`src/rtl/aes_pkg.sv`:
```
// Shared definitions for the AES datapath blocks.
//   AES_BLOCK_W      : AES state / round-key width in bits
//   AES128_NUM_KEYS  : number of round keys for AES-128 (initial key + 10 rounds)
//   ark_state_t      : control states of the AddRoundKey engine
//   ark_cnt_w()      : width of a counter that spans 0..beats-1, never below 1 bit
package aes_pkg;

    localparam int AES_BLOCK_W     = 128;
    localparam int AES128_NUM_KEYS = 11;

    typedef enum logic [1:0] {
        ARK_IDLE,
        ARK_RUN,
        ARK_DONE
    } ark_state_t;

    function automatic int ark_cnt_w(input int beats);
        return (beats > 1) ? $clog2(beats) : 1;
    endfunction

endpackage

```
`src/rtl/round_key_bank.sv`:
```
// Round-key storage: NUM_KEYS x BLOCK_W registers, one write port and one
// combinational read port. Reads of a slot index >= NUM_KEYS return zero and
// raise rd_bad; writes to such an index are dropped.
//   clk, rst_n : clock, asynchronous active-low reset (clears every slot)
//   wr_en      : write wr_data into slot wr_idx at the next rising edge
//   wr_idx     : write slot
//   wr_data    : key to store
//   rd_idx     : read slot
//   rd_data    : key in slot rd_idx (zero when out of range)
//   rd_bad     : rd_idx >= NUM_KEYS
module round_key_bank
    import aes_pkg::*;
#(
    parameter int BLOCK_W  = AES_BLOCK_W,
    parameter int NUM_KEYS = AES128_NUM_KEYS,
    parameter int IDX_W    = $clog2(NUM_KEYS)
) (
    input  logic               clk,
    input  logic               rst_n,
    input  logic               wr_en,
    input  logic [IDX_W-1:0]   wr_idx,
    input  logic [BLOCK_W-1:0] wr_data,
    input  logic [IDX_W-1:0]   rd_idx,
    output logic [BLOCK_W-1:0] rd_data,
    output logic               rd_bad
);

    // One extra bit so the limit is representable even when NUM_KEYS is a
    // power of two.
    localparam logic [IDX_W:0] NK = (IDX_W + 1)'(NUM_KEYS);

    logic [BLOCK_W-1:0] keys [NUM_KEYS];
    logic               wr_ok;

    assign wr_ok = wr_en && ({1'b0, wr_idx} < NK);

    always_ff @(posedge clk or negedge rst_n) begin
        if (!rst_n) begin
            for (int i = 0; i < NUM_KEYS; i++) begin
                keys[i] <= '0;
            end
        end else if (wr_ok) begin
            keys[wr_idx] <= wr_data;
        end
    end

    assign rd_bad  = !({1'b0, rd_idx} < NK);
    assign rd_data = rd_bad ? '0 : keys[rd_idx];

endmodule

```
`src/rtl/add_round_key_engine.sv`:
```
// Serialised AddRoundKey stage with an internal round-key bank.
// A block is accepted together with a round index; the selected key is
// snapshotted at accept so later key writes cannot disturb the block in
// flight. The block is then XORed LANE_W bits per cycle (lane 0 = LSBs) and
// returned over a valid/ready handshake.
//   clk, rst_n   : clock, asynchronous active-low reset
//   key_wr_en    : write key_wr_data into slot key_wr_idx
//   key_wr_idx   : key slot (indices >= NUM_KEYS are ignored)
//   key_wr_data  : round key
//   in_valid     : input block valid
//   in_ready     : engine idle and able to accept
//   in_data      : state block
//   in_round     : key slot to apply
//   out_valid    : result valid
//   out_ready    : downstream accepts result
//   out_data     : in_data ^ key[in_round]
//   out_round    : in_round echoed
//   out_err      : in_round was out of range (result is in_data unchanged)
module add_round_key_engine
    import aes_pkg::*;
#(
    parameter  int BLOCK_W  = AES_BLOCK_W,
    parameter  int LANE_W   = 32,
    parameter  int NUM_KEYS = AES128_NUM_KEYS,
    localparam int IDX_W    = $clog2(NUM_KEYS)
) (
    input  logic               clk,
    input  logic               rst_n,
    input  logic               key_wr_en,
    input  logic [IDX_W-1:0]   key_wr_idx,
    input  logic [BLOCK_W-1:0] key_wr_data,
    input  logic               in_valid,
    output logic               in_ready,
    input  logic [BLOCK_W-1:0] in_data,
    input  logic [IDX_W-1:0]   in_round,
    output logic               out_valid,
    input  logic               out_ready,
    output logic [BLOCK_W-1:0] out_data,
    output logic [IDX_W-1:0]   out_round,
    output logic               out_err
);

    localparam int                BEATS  = BLOCK_W / LANE_W;
    localparam int                BEAT_W = ark_cnt_w(BEATS);
    localparam logic [BEAT_W-1:0] LAST   = BEAT_W'(BEATS - 1);

    ark_state_t         state, state_nx;
    logic [BEAT_W-1:0]  beat;
    logic [BLOCK_W-1:0] work_blk;
    logic [BLOCK_W-1:0] key_snap;
    logic [IDX_W-1:0]   work_round;
    logic               work_err;
    logic [BLOCK_W-1:0] bank_key;
    logic               bank_bad;
    logic               accept;

    function automatic logic [BLOCK_W-1:0] lane_xor(
        input logic [BLOCK_W-1:0] blk,
        input logic [BLOCK_W-1:0] key,
        input logic [BEAT_W-1:0]  idx
    );
        logic [BLOCK_W-1:0] res;
        res = blk;
        res[idx*LANE_W +: LANE_W] = blk[idx*LANE_W +: LANE_W] ^ key[idx*LANE_W +: LANE_W];
        return res;
    endfunction

    // The read port looks at in_round combinationally, so a same-cycle
    // write to that slot lands after the snapshot is taken: the accept
    // sees the old key.
    round_key_bank #(
        .BLOCK_W  (BLOCK_W),
        .NUM_KEYS (NUM_KEYS),
        .IDX_W    (IDX_W)
    ) u_bank (
        .clk     (clk),
        .rst_n   (rst_n),
        .wr_en   (key_wr_en),
        .wr_idx  (key_wr_idx),
        .wr_data (key_wr_data),
        .rd_idx  (in_round),
        .rd_data (bank_key),
        .rd_bad  (bank_bad)
    );

    assign accept = (state == ARK_IDLE) && in_valid;

    always_ff @(posedge clk or negedge rst_n) begin
        if (!rst_n) begin
            state <= ARK_IDLE;
        end else begin
            state <= state_nx;
        end
    end

    always_comb begin
        state_nx  = state;
        in_ready  = 1'b0;
        out_valid = 1'b0;
        case (state)
            ARK_IDLE: begin
                in_ready = 1'b1;
                if (in_valid) state_nx = ARK_RUN;
            end
            ARK_RUN: begin
                if (beat == LAST) state_nx = ARK_DONE;
            end
            ARK_DONE: begin
                out_valid = 1'b1;
                if (out_ready) state_nx = ARK_IDLE;
            end
            default: state_nx = ARK_IDLE;
        endcase
    end

    // Working registers only change on accept or during RUN, which keeps
    // the result stable for the whole of DONE.
    always_ff @(posedge clk or negedge rst_n) begin
        if (!rst_n) begin
            beat       <= '0;
            work_blk   <= '0;
            key_snap   <= '0;
            work_round <= '0;
            work_err   <= 1'b0;
        end else if (accept) begin
            beat       <= '0;
            work_blk   <= in_data;
            key_snap   <= bank_key;
            work_round <= in_round;
            work_err   <= bank_bad;
        end else if (state == ARK_RUN) begin
            work_blk <= lane_xor(work_blk, key_snap, beat);
            // Hold on the final lane instead of wrapping; accept clears it.
            if (beat != LAST) beat <= beat + 1'b1;
        end
    end

    assign out_data  = work_blk;
    assign out_round = work_round;
    assign out_err   = work_err;

endmodule

```
`config.mk`:
```
export PLATFORM = sky130hd
export DESIGN_NAME = add_round_key_engine
export DESIGN_NICKNAME = d
export VERILOG_FILES = /design/src/rtl/aes_pkg.sv /design/src/rtl/round_key_bank.sv /design/src/rtl/add_round_key_engine.sv
export SDC_FILE = /design/constraint.sdc
export NUM_CORES = 2
export LEC_CHECK = 0
export CELL_PAD_IN_SITES_DETAIL_PLACEMENT = 0
export CELL_PAD_IN_SITES_GLOBAL_PLACEMENT = 2
export CORE_MARGIN = 2
export CORE_UTILIZATION = 44
export CTS_CLUSTER_SIZE = 8
export DETAILED_ROUTE_END_ITERATION = 8
export PLACE_DENSITY_LB_ADDON = 0.1
export SLEW_MARGIN = 20
export SYNTH_ARGS = -nofsm -noshare
export SYNTH_HDL_FRONTEND = slang
export SYNTH_HIERARCHICAL = 1
export SYNTH_SLANG_ARGS = --single-unit
```
`constraint.sdc`:
```
create_clock -name clk -period 2.18 [get_ports clk]
set_input_delay 0.436 -clock clk [delete_from_list [all_inputs] [get_ports clk]]
set_output_delay 0.436 -clock clk [all_outputs]
set_load 0.01 [all_outputs]
```
==> metrics <==
Initial Utilization 44.2%; Num CTS Buffers 227; root buf cell clkbuf_16; clock sink count around 1700; initial antenna violation count 45; Int Pwr 72.0 mW; most numerous cell in the Yosys netlist dfrtp_1; GRT overflow 0; endpoints failing hold 0; wire length per cell roughly 30 um; share of post-route cells with drive strength above 1 a little over 40%; Syn Inst Count 5276; CTS tree yes; Power Density around 1100 nW/um2; Critical Path RT 1740 ps; switching share of power 31.1%; synthesized net count approximately 5500; area leader, netlist dfrtp_1; reg2reg start state[1]; synthesized flop and latch total 1673; worst path arrival time 1770 ps; CTS max path bufs 3; worst vdd ir 0.742 mV; area delta synth->final 21.0%; Async SR Flop Fraction 100%; syn avg cell area 14.5 um2; first-pass GRT wire length between 300000 and 400000 um; clock share of power ~30%; Period Utilization, post-route 101%; RSZ-0062 raised after global routing true; sequential element share of the synthesized area between 50 and 60%; H-tree Lvls 4; Residual DRC 0; Pleak 41.5 nW; initial DRC count around 2800; Psw ~33 mW; largest net degree at the start of global routing 127; CP max FO 3; Total GRT Usage 27.0%; number of enable flip-flop cells after synthesis 0; worst rel slew slack 38.1%; Comb pwr share 25.6%; synthesized cell area ~77000 um2; status complete, but fails checks; IO Pins a little over 400; Die Y 421 um; main flop type after synthesis dfrtp_1; CORE AREA 173000 um2; 1st-pass router iterations 7; DRT antenna net count 0; Fill cells between 10000 and 15000; synth top area cells dfrtp_1 55%, mux2_2 23%, mux2i_1 5.9%; Slew Limit Fails 0; Std-Cell Rows 153; max-cap check violation count 0; critical path type flop to output port; vias per cell 5.83; Yosys warning count 6; Layout Cells excl Fill 8194; count of cell types in the netlist 43; crit end category output port; Tightest Pin Transition 927 ps; vias in the first global route 51170; WL final 239000 um; Fmax between 400 and 500 MHz; Tmin final 2200 ps; failing checks negative setup slack; post-synth top area share 54.6%; Final nets 6108; dpl ws -729 ps; top cells by count, synth 1673 x dfrtp_1, 1533 x mux2_2, 448 x mux2i_1, 233 x clkbuf_1, 192 x buf_2; gpl congestion 0.798; HPWL after DPL 163000 um; Vias 47732; final setup slack of the worst path -24.3 ps; clock latency on the worst-skew pair 850 ps; Chip Width 421 um; Worst Skew around 21 ps; crit path from state[1]; dpl cells a little under 8000; Hold Slack 98.3 ps; Worst-path clk slew 50 ps; sequential power share between 40% and 50%; IO buf count ~400; Hold Startpoint in_round[1]; Critical Path Start Type flop; Min-Delay Path Class input pin to flop; Die Area 178000 um2; endpoints failing setup 1
power groups by stage:
stage	sequential [mW]	combinational [mW]	clock (mW)
global placement	47.1	26.4	0
floorplan	44.1	16.5	0
detailed placement	47.3	26.7	0
global route	47.4	28.9	33.4
finish	46.5	26.8	31.3
CTS	46.7	27.0	32.1
path summary, 6_finish.rpt:
kind                                          end  slack (ps)  depth (start not counted)
worst max-delay path                     in_ready         -20                          3
worst min-delay path                 out_round[1]         100                          3
worst max register to register       out_data[48]         200                          7
worst min register to register   u_bank/keys[275]         500                          1
max in group asynchronous       u_bank/keys[1170]         970                          4
min in group asynchronous       u_bank/keys[1135]         120                          2
cells in the final DEF (no fill, tap or decap), types with 2 or more instances in the layout:
| master | n |
|---|---|
| buf_4 | 259 |
| o211ai_2 | 4 |
| nor3_2 | 3 |
| dfrtp_1 | 1656 |
| dlygate4sd2_1 | 132 |
| inv_6 | 4 |
| mux2_1 | 8 |
| clkbuf_16 | 228 |
| buf_12 | 196 |
| diode_2 | 17 |
| nand3_4 | 2 |
| mux2i_1 | 448 |
| o21ai_1 | 2 |
| and3_4 | 2 |
| nand3b_1 | 4 |
| nor2b_1 | 2 |
| nor2b_4 | 6 |
| buf_8 | 2 |
| clkdlybuf4s50_1 | 265 |
| inv_1 | 2 |
| clkbuf_1 | 3 |
| o2bb2ai_1 | 128 |
| nor2_4 | 6 |
| o21ai_0 | 130 |
| dfrtp_2 | 16 |
| o22ai_1 | 128 |
| mux2_2 | 1533 |
| xor2_1 | 128 |
| o211ai_1 | 124 |
| a21oi_1 | 2 |
| nor2_1 | 6 |
| ha_1 | 4 |
| a211o_1 | 128 |
| inv_16 | 5 |
| or3b_4 | 2 |
| clkinv_8 | 4 |
| nand2_1 | 2 |
| a32oi_1 | 128 |
| mux4_2 | 128 |
| dlygate4sd3_1 | 2 |
flip-flops by register name, summed over array words and instances, names as in the netlist:
register and count:
beat 2, key_snap 128, out_data 128, out_err 1, out_round 4, state 2, u_bank/keys 1408
critical path, stage by stage, from the launching register on:
cell	delay [ps]
dfrtp_4	520
buf_12	160
nor2_4	130
buf_6	120
through the flow:
stage          TNS, ps  power [mW]  area, um2  util, %
6_report         -24.3         105      92800     53.5
3_5_place_dp   -313260        74.1      86500     49.9
5_1_grt          -83.3         110      92800     53.5
4_1_cts           -200         106      92700     53.5
2_1_floorplan        0        60.6      76600        -
3_3_place_gp   -309210        73.5      86500     49.9
cell families (layout without fill, tap and decap cells):
logic type               after synthesis  in the layout  synth area share [%]
multiplexers                        2117           2117                  32.3
flip-flops                          1673           1673                  54.6
AO/OA/AOI/OAI                        776            776                  7.61
buffers and inverters                532           1108                  3.59
XOR/XNOR                             128            128                  1.46
AND/OR/NAND/NOR                       46             46                 0.390
adder cells (fa/ha/maj)                4              4                0.0653
other                                  0             17                     0
what timing repair did:
item,CTS,global route
setup buffers,44,0
hold buffers,2,0
hold endpoints to repair,821,0
resized for setup,160,0
endpoints found under the setup margin,134,2
routing by layer:
metal  vias up  GRT usage [%]  wire length [um]
met4        14           9.79              8610
met3       359           3.55              7440
met1     25668           34.7            102000
met2       874           46.5            122000
met5         -              0                95
li1      20817              -                 -
area by class of cell:
type	instances	area (um2)	area share (%)
Multi-Input combinational cell	3071	32200	34.7
Antenna cell	17	42.5	0.0459
Inverter	4	25.0	0.0270
Clock buffer	231	5720	6.16
Timing Repair Buffer	858	9770	10.5
Clock inverter	15	238	0.256
Sequential cell	1673	41900	45.2
Tap cell	2325	2910	3.14
(Power assumes the default switching activity.)
